**src/rtl/store_buffer.sv**
```systemverilog
// store_buffer: pending-store FIFO between the EX/MEM register and dataMemory.
// Stores are drained to memory one per cycle when no load needs the port.
// Loads return data one cycle after they are accepted.
// Optional feature macro: STORE_FWD_EN (store-to-load forwarding).
//   Defined     : loads never stall; a buffered store to the same address is
//                 forwarded, otherwise memory is read.
//   Not defined : a load stalls while entries are pending and reads memory
//                 once the buffer is empty.
module store_buffer #(
  parameter int ADDR_WIDTH = 32,
  parameter int DATA_WIDTH = 32,
  parameter int DEPTH      = 4,
  parameter int CNT_WIDTH  = 3
) (
  input  logic                  CLK,
  input  logic                  RST,
  input  logic                  storeReqM,
  input  logic                  loadReqM,
  input  logic [ADDR_WIDTH-1:0] ALUMemAdd,
  input  logic [DATA_WIDTH-1:0] writeDataM,
  output logic                  stallM,
  output logic                  memWriteEn,
  output logic                  memReadEn,
  output logic [ADDR_WIDTH-1:0] memAddr,
  output logic [DATA_WIDTH-1:0] memWriteData,
  input  logic [DATA_WIDTH-1:0] memReadData,
  output logic [DATA_WIDTH-1:0] loadDataW,
  output logic                  loadValidW,
  output logic [CNT_WIDTH-1:0]  bufCount
);

  localparam int PTR_W = CNT_WIDTH - 1;

  logic [ADDR_WIDTH-1:0] r_addr [DEPTH];
  logic [DATA_WIDTH-1:0] r_data [DEPTH];
  logic [PTR_W-1:0]      r_head;
  logic [PTR_W-1:0]      r_tail;
  logic [CNT_WIDTH-1:0]  r_count;
  logic                  r_loadValid;
  logic                  r_hit;
  logic [DATA_WIDTH-1:0] r_fwd;
  logic [DATA_WIDTH-1:0] r_loadData;

  logic                  w_load;
  logic                  w_full;
  logic                  w_storeAcc;
  logic                  w_loadAcc;
  logic                  w_rd;
  logic                  w_drain;
  logic                  w_hit;
  logic [DATA_WIDTH-1:0] w_fwdData;
  logic [DATA_WIDTH-1:0] w_loadOut;

  // A simultaneous store wins; the load half of the request is dropped.
  assign w_load     = loadReqM & ~storeReqM;
  assign w_full     = (r_count == CNT_WIDTH'(DEPTH));
  assign w_storeAcc = storeReqM & ~w_full;

`ifdef STORE_FWD_EN
  logic [PTR_W-1:0] w_idx;

  // Scan oldest to youngest so the youngest matching entry is the one kept.
  always_comb begin
    w_hit     = 1'b0;
    w_fwdData = '0;
    w_idx     = '0;
    for (int unsigned i = 0; i < DEPTH; i++) begin
      w_idx = r_head + PTR_W'(i);
      if ((CNT_WIDTH'(i) < r_count) && (r_addr[w_idx] == ALUMemAdd)) begin
        w_hit     = 1'b1;
        w_fwdData = r_data[w_idx];
      end
    end
  end

  assign w_loadAcc = w_load;
  assign w_rd      = w_load & ~w_hit;
  assign stallM    = storeReqM & w_full;
`else
  assign w_hit     = 1'b0;
  assign w_fwdData = '0;
  assign w_loadAcc = w_load & (r_count == '0);
  assign w_rd      = w_loadAcc;
  assign stallM    = (storeReqM & w_full) | (w_load & (r_count != '0));
`endif

  assign w_drain      = (r_count != '0) & ~w_rd;
  assign memReadEn    = w_rd;
  assign memWriteEn   = w_drain;
  assign memAddr      = w_rd    ? ALUMemAdd      :
                        w_drain ? r_addr[r_head] : '0;
  assign memWriteData = w_drain ? r_data[r_head] : '0;

  // Hit flag chosen at request time selects forwarded data or the memory read.
  assign w_loadOut  = r_hit ? r_fwd : memReadData;
  assign loadDataW  = r_loadValid ? w_loadOut : r_loadData;
  assign loadValidW = r_loadValid;
  assign bufCount   = r_count;

  // Entry payload written at the tail on an accepted store.
  always_ff @(posedge CLK) begin
    if (!RST && w_storeAcc) begin
      r_addr[r_tail] <= ALUMemAdd;
      r_data[r_tail] <= writeDataM;
    end
  end

  // Pointers, occupancy and load-return state.
  always_ff @(posedge CLK) begin
    if (RST) begin
      r_head      <= '0;
      r_tail      <= '0;
      r_count     <= '0;
      r_loadValid <= 1'b0;
      r_hit       <= 1'b0;
      r_fwd       <= '0;
      r_loadData  <= '0;
    end else begin
      if (w_storeAcc) r_tail <= r_tail + PTR_W'(1);
      if (w_drain)    r_head <= r_head + PTR_W'(1);
      case ({w_storeAcc, w_drain})
        2'b10:   r_count <= r_count + CNT_WIDTH'(1);
        2'b01:   r_count <= r_count - CNT_WIDTH'(1);
        default: r_count <= r_count;
      endcase
      r_loadValid <= w_loadAcc;
      if (w_loadAcc) begin
        r_hit <= w_hit;
        r_fwd <= w_fwdData;
      end
      if (r_loadValid) r_loadData <= w_loadOut;
    end
  end

endmodule

```
**config.mk**
```make
export PLATFORM = sky130hd
export DESIGN_NAME = store_buffer
export DESIGN_NICKNAME = d
export VERILOG_FILES = /design/src/rtl/store_buffer.sv
export SDC_FILE = /design/constraint.sdc
export NUM_CORES = 1
export LEC_CHECK = 0
export CAP_MARGIN = 20
export CORE_MARGIN = 3
export CORE_UTILIZATION = 35
export DETAILED_ROUTE_END_ITERATION = 10
export MAX_ROUTING_LAYER = met4
export SLEW_MARGIN = 20
export SYNTH_ARGS = -nofsm -noshare
export SYNTH_HDL_FRONTEND = slang
export SYNTH_SLANG_ARGS = --single-unit
```
**constraint.sdc**
```tcl
create_clock -name CLK -period 5.8 [get_ports CLK]
set_clock_uncertainty 0.2 [all_clocks]
set_input_delay 0.58 -clock CLK [delete_from_list [all_inputs] [get_ports CLK]]
set_output_delay 0.58 -clock CLK [all_outputs]
set_load 0.01 [all_outputs]
```
**Word-level counts from Yosys, hierarchy flattened**

Memories as Yosys holds them, arrays and structs flattened. A register that Yosys moved wholly into a read port is not among the register bits.
Index checks and enable logic that the tools add are counted.
W data, S select, Z words.

- Flip-flop bits (word level): 40
- Memory bits (writable): 256
- Input port bits: 100
- Word-level logic and storage cells: 40
- Memories kept: 2

- Add/sub/neg operators: 4
- Equal/unequal tests: 3
- Muxes and demuxes: 11
- Bitwise operators: 10
- Reduce and logical (&&, ||, !) cells: 5

Memory list:

| name | depth | width | read ports | clocked after memory_dff | write ports | line | text |
|---|---|---|---|---|---|---|---|
| r_addr | 4 | 32 | 1 | 1 | 1 | 34 | `logic [ADDR_WIDTH-1:0] r_addr [DEPTH];` |
| r_data | 4 | 32 | 1 | 1 | 1 | 35 | `logic [DATA_WIDTH-1:0] r_data [DEPTH];` |

Operator list:

| cell | number |
|---|---|
| $mux W32 | 4 |
| $mux W2 | 4 |
| $and A1 B1 Y1 | 6 |
| $pmux W3 S2 | 1 |
| $add A2 B1 Y2 const B | 2 |
| $add A3 B1 Y3 const B | 1 |
| $eq A3 B3 Y1 const B | 1 |
| $logic_not A3 Y1 | 1 |
| $not A1 Y1 | 3 |
| $reduce_bool A3 Y1 | 1 |
| $sub A3 B1 Y3 const B | 1 |
| $eq A2 B1 Y1 const B | 1 |
| $eq A2 B2 Y1 const B | 1 |
| $mux W1 | 2 |
| $reduce_bool A2 Y1 | 1 |
| $logic_and A1 B1 Y1 | 1 |
| $logic_not A1 Y1 | 1 |
| $or A1 B1 Y1 | 1 |

**Logic depth before layout (Yosys ltp)**

Gate-level depths: netlist of run 1.

- Depth in word-level cells: 7
- Depth in mapped cells: 9

**Least setup slack after synthesis of run 1**

Ideal clock, no wire load.

- Path kind: input to register
- Start: input storeReqM
- End: memory r_addr[0][0] (enable)
- Library setup time: 0.429 ns
- Arrival: 2.474 ns
- Required time: 5.171 ns
- Slack: 2.697 ns
- Stages: 3
- Buffers on the path: 0
- Cell sequence: inv_1 nor3_1 and2_1

- Word-level cells in the longest chain between the ends: 4

RTL lines:

| item | line | text |
|---|---|---|
| start: declaration | 17 | `input logic storeReqM,` |
| $and A1 B1 Y1 | 57 | `assign w_storeAcc = storeReqM & ~w_full;` |
| $logic_and A1 B1 Y1 | 102 | `if (!RST && w_storeAcc) begin` |
| $mux W1 | 102 |  |
| $mux W1 (not written as such) | 103 | `r_addr[r_tail] <= ALUMemAdd;` |
| end: declaration | 34 |  |

No other way between the ends.

==> results of run 1 <==
==> how the worst max path moves through the flow <==
| stage | to | slack (ns) | cells past startpoint |
|---|---|---|---|
| 2_1_floorplan | r_addr[0][0] | 2.70 | 3 |
| 3_3_place_gp | memAddr[30] | 2.22 | 5 |
| 3_5_place_dp | memAddr[30] | 2.18 | 5 |
| 4_1_cts | memAddr[30] | 1.91 | 4 |
| 5_1_grt | memAddr[30] | 1.81 | 4 |
| 6_report | memAddr[30] | 2.06 | 4 |
==> through the flow <==
stage          cell area, µm²    util  cells  hold slack (ns)  worst slack [ns]
2_1_floorplan           11570       -    573           0.2847             2.697
6_report                15070  0.4702   1240           0.3314             2.059
4_1_cts                 15060  0.4701   1239           0.3361             1.912
3_3_place_gp            13940  0.4351   1179           0.3028             2.221
3_5_place_dp            13940  0.4351   1179           0.3283             2.180
5_1_grt                 15070  0.4702   1240           0.3536             1.809
==> layer usage <==
| layer | vias up | global-route usage | routed length [µm] | share of wire |
|---|---|---|---|---|
| li1 | 2705 | - | - | - |
| met1 | 3051 | 0.1747 | 10300 | 0.43 |
| met2 | 146 | 0.2296 | 12040 | 0.50 |
| met3 | 41 | 0.02842 | 1153 | 0.048 |
| met4 | 0 | 0.03608 | 466 | 0.019 |
| met5 | - | - | 0 | 0 |
==> area by class of cell <==
class	instances	area (µm²)
clock inverter	20	226.5
timing repair buffer	206	2052
tap	435	544.3
clock buffer	40	894.6
fill	2818	16980
multi-input combinational	233	2784
sequential	298	8537
antenna	1	2.502
inverter	7	26.28
==> Yosys cell counts, drive strengths merged <==
master,n
a21oi,5
a221oi,1
a22o,32
and2,36
and3,1
buf,23
clkbuf,12
dfxtp,42
edfxtp,256
fa,1
ha,4
inv,7
mux2,32
mux4,64
nand2,1
nand3b,1
nor2,5
nor2b,33
nor3,2
nor3b,3
o211ai,1
o21ai,6
o22ai,1
o31ai,1
or3,1
xnor2,1
xor2,1
==> cells by family after synthesis <==
logic type | count (synthesis)
fa+ha+maj | 5
flops | 298
xor+xnor | 2
buf+inv | 42
simple gates | 83
mux | 96
compound gates | 47
==> power groups by stage <==
stage | sequential (W) | combinational [W] | clock, W
after floorplan | 0.00254 | 0.00113 | 0
after global placement | 0.00268 | 0.00182 | 0
after detailed placement | 0.00268 | 0.00183 | 0
after CTS | 0.00264 | 0.00184 | 0.00219
after global routing | 0.00266 | 0.00192 | 0.00230
final | 0.00263 | 0.00179 | 0.00213
==> sequential cells by signal, indices dropped and copies added, names as in the netlist, named ones only <==
name        cells
r_addr        128
r_data        128
r_loadData     32
bufCount        3
r_head          2
r_tail          2
loadValidW      1
==> tightest hold or removal path: stages, from the launching register on <==
cell and delay [ns]:
dfxtp_1 0.32, xor2_1 0.07, nor2_1 0.10
==> impl_metrics.env, run 1 <==
export IMPL_yosys_warnings=0
export IMPL_numCtsBuffers=34
export IMPL_r2r_start="bufCount[1]"
export IMPL_worstPathRequired_ns=5.02
export IMPL_dr_total_vias=5943
export IMPL_drc=0
export IMPL_end_kind="primary output"
export IMPL_pin_count=203
export IMPL_gp_congestion=0.7181
export IMPL_clock_power_share=0.325
export IMPL_dieArea_um2=35290
export IMPL_cts_tree="built"
export IMPL_wl_per_cell_um=19.32
export IMPL_die_h_um=187.9
export IMPL_initial_core_util=0.3612
export IMPL_r2r_slack_ns=3.07
export IMPL_syn2layout_area_growth_pct=30.17
export IMPL_vias_per_cell=4.793
export IMPL_synth_compound_area_share=0.03156
export IMPL_tns_ns=0
export IMPL_cts_sinks=298
export IMPL_yosysTopAreaCell="edfxtp_1"
export IMPL_synth_area_leaders="edfxtp_1, mux4_2, dfxtp_1"
export IMPL_drt_iter0_markers=362
export IMPL_slew_violations=0
export IMPL_h_tree_depth=2
export IMPL_syn_mean_instance_area_um2=20.20
export IMPL_reg2regPathDepth=7
export IMPL_min_to="r_head[1]"
export IMPL_yosysTopAreaCellShare=0.6641
export IMPL_p_per_area_nw_per_um2=435.1
export IMPL_nNetsFinal=885
export IMPL_p_seq_frac=0.401
export IMPL_wl_um=23960
export IMPL_switching_power_w=0.001707
export IMPL_dpl_hpwl_um=13840
export IMPL_yosys_area_share_simple=0.04475
export IMPL_drive_gt1_frac=0.1953
export IMPL_slew_headroom=0.2926
export IMPL_synth_distinct_cells=33
export IMPL_hold_viol_final=0
export IMPL_drt_pass1_iter_count=4
export IMPL_grt_max_degree=65
export IMPL_grt_ovfl_total=0
export IMPL_port_buffers=202
export IMPL_cts_setup_buffers=0
export IMPL_core_rowCount=65
export IMPL_period_needed_ns=3.741
export IMPL_internal_power_w=0.004849
export IMPL_startpoint_type="flip-flop"
export IMPL_status="complete, no violations"
export IMPL_r2r_end="bufCount[1]"
export IMPL_combinationalPowerShare=0.273
export IMPL_critical_path_top_delay_family="buffers and inverters"
export IMPL_final_common_cell="edfxtp_1"
export IMPL_setup_viol=0
export IMPL_clock_latency_ns=0.49
export IMPL_cts_resized=0
export IMPL_slowest_stage="dfxtp_4"
export IMPL_synthAdderAreaFrac=0.006053
export IMPL_swShare=0.2603
export IMPL_min_from="r_head[1]"
export IMPL_hold_depth=2
export IMPL_maxCapViolCount=0
export IMPL_postRouteAntennaNets=0
export IMPL_cp_max_fo=25
export IMPL_layout_common_cells="edfxtp_1, clkdlybuf4s50_1, mux4_2"
export IMPL_synth_top_family_by_area="multiplexers"
export IMPL_die_x_um=187.9
export IMPL_leakagePower_nw=4.946
export IMPL_clk_path_buf_depth=3
export IMPL_critical_path_cell_chain="buf_4 -> mux4_2 -> a22o_1 -> clkdlybuf4s50_1"
export IMPL_yosysSeqAreaShare=0.7368
export IMPL_ys_ff_latch=298
export IMPL_ctsHoldBuffers=0
export IMPL_synth_mux_area_frac=0.1557
export IMPL_clk_pin_slew_ns=0.06
export IMPL_core_um2=32040
export IMPL_fmax_mhz=267.3
export IMPL_worstSetupPathType="flip-flop to primary output"
export IMPL_hold_path_class="flip-flop to flip-flop"
export IMPL_synth_xor_area_frac=0.001513
export IMPL_synth_area_um2=11570
export IMPL_fin_crit_sh=0.6450
export IMPL_syn_nets=678
export IMPL_antenna_found_initial=1
export IMPL_syn_inst=573
export IMPL_grt_usage=0.1383
export IMPL_critPathMaxStageDelay_ns=0.68
export IMPL_rsz0062_at_grt="no"
export IMPL_peakVddDrop_mv=0.2117
export IMPL_total_power_w=0.006556
export IMPL_arrival_ns=2.96
export IMPL_worst_path_buf_inv=2
export IMPL_grt_pass1_vias=6333
export IMPL_tightest_slew_ns=1.061
export IMPL_clockRootBuffer="clkbuf_16"
export IMPL_grt_first_pass_wirelength_um=37270
No activity file was read; power rests on OpenSTA's default activity.
==> run 2, diff against run 1 <==
clock period = 3.5 ns   (was 5.8 ns; I/O delays follow)
==> run 2 against run 1 <==
Clock power increased by 54%; worst setup slack got worse by 1.7 ns; register-to-register slack got worse by 1.9 ns; first-iteration DRC count decreased by 10%; utilization increased by 0.45 points; routed wire length increased by 1.4%; via count increased by 0.62%; final area increased by 0.96%; critical path depth unchanged; final cell count increased by 1.2%; critical endpoint is now memAddr[1]; largest power group unchanged.
==> impl_metrics.env, run 2 (synthesis gave the netlist of run 1 again) <==
export IMPL_status="complete, no violations"
export IMPL_wl_um=24300
export IMPL_rsz0062_at_grt="no"
export IMPL_clk_pin_slew_ns=0.05
export IMPL_wl_per_cell_um=19.36
export IMPL_final_util=0.4747
export IMPL_final_cell_area_um2=15210
export IMPL_cts_setup_buffers=0
export IMPL_leakagePower_nw=5.011
export IMPL_cp_max_fo=32
export IMPL_die_h_um=187.9
export IMPL_grt_usage=0.1407
export IMPL_clk_path_buf_depth=3
export IMPL_layout_common_cells="edfxtp_1, clkdlybuf4s50_1, mux4_2"
export IMPL_grt_ovfl_total=0
export IMPL_ctsHoldBuffers=0
export IMPL_worstPathRequired_ns=2.95
export IMPL_drt_iter0_markers=325
export IMPL_tightest_slew_ns=0.4526
export IMPL_dp_slack_ns=0.4663
export IMPL_nNetsFinal=901
export IMPL_core_rowCount=65
export IMPL_grt_pass1_vias=6389
export IMPL_drive_gt1_frac=0.1966
export IMPL_vias_per_cell=4.765
export IMPL_drt_pass1_iter_count=4
export IMPL_numCtsBuffers=34
export IMPL_core_um2=32040
export IMPL_cts_resized=0
export IMPL_dpl_hpwl_um=15330
export IMPL_pin_count=203
export IMPL_antenna_found_initial=1
export IMPL_p_per_area_nw_per_um2=703.7
export IMPL_h_tree_depth=2
export IMPL_top_regs="r_addr (128), r_data (128), r_loadData (32)"
export IMPL_end_kind="primary output"
export IMPL_period_needed_ns=3.184
export IMPL_dieArea_um2=35290
export IMPL_port_buffers=202
export IMPL_dr_total_vias=5980
export IMPL_initial_core_util=0.3612
export IMPL_cts_sinks=298
export IMPL_hold_viol_final=0
export IMPL_hold_path_class="input pin to flip-flop"
export IMPL_setup_viol=0
export IMPL_worst_slack_ns=0.3162
export IMPL_clockRootBuffer="clkbuf_16"
export IMPL_worstSetupPathType="flip-flop to primary output"
export IMPL_gp_congestion=0.7048
export IMPL_slew_violations=0
export IMPL_fin_crit_sh=0.9097
export IMPL_drc=0
export IMPL_dpl_cell_area_um2=14170
export IMPL_total_power_w=0.01071
export IMPL_die_x_um=187.9
export IMPL_arrival_ns=2.63
export IMPL_fmax_mhz=314.1
export IMPL_syn2layout_area_growth_pct=31.42
export IMPL_grt_max_degree=42
export IMPL_tns_ns=0
export IMPL_maxCapViolCount=0
export IMPL_clock_latency_ns=0.48
export IMPL_cts_tree="built"
export IMPL_grt_first_pass_wirelength_um=37550
export IMPL_slew_headroom=0.6983
export IMPL_final_common_cell="edfxtp_1"
export IMPL_startpoint_type="flip-flop"
export IMPL_peakVddDrop_mv=0.4089
export IMPL_postRouteAntennaNets=0
run 2: per-stage QoR:
step,instances,hold WS [ns]
after floorplan,573,0.2216
after global placement,1195,0.3050
after detailed placement,1195,0.3140
after CTS,1254,0.2618
after global routing,1255,0.2823
final,1255,0.2906
run 2: routing by layer:
metal	track usage	share of wire	up-vias
li1	-	-	2744
met1	0.1687	0.41	3050
met2	0.2416	0.51	144
met3	0.02954	0.049	42
met4	0.03983	0.022	0
met5	-	0	-
run 2: final cells by class:
class	instances	area [µm²]
fill	2754	16830
sequential	298	8536
multi-input combinational	233	2784
timing repair buffer	222	2285
clock buffer	44	919.6
tap	435	544.3
clock inverter	15	115.1
inverter	7	26.28
antenna	1	2.502
run 2: final timing paths:
kind	startpoint	endpoint	slack [ns]	cells after the start
worst min-delay path	writeDataM[6]	r_data[0][6]	0.29	1
worst max register to register	bufCount[0]	r_data[0][3]	1.19	4
worst max-delay path	flip-flop	memAddr[1]	0.32	4
worst min register to register	r_head[1]	r_head[1]	0.32	2
run 2: power by group:
group | leakage (nW) | total (W) | internal [W] | switching (W)
clock network | 0.502 | 0.00328 | 0.00199 | 0.00130
logic | 1.84 | 0.00317 | 0.00183 | 0.00134
registers | 2.67 | 0.00425 | 0.00408 | 0.000165
total | 5.01 | 0.0107 | 0.00790 | 0.00280
run 2: worst max-delay path, stage by stage (launching register included):
cell	delay, ns
dfxtp_4	0.55
buf_12	0.32
mux4_2	0.57
a22o_1	0.19
clkdlybuf4s50_1	0.48
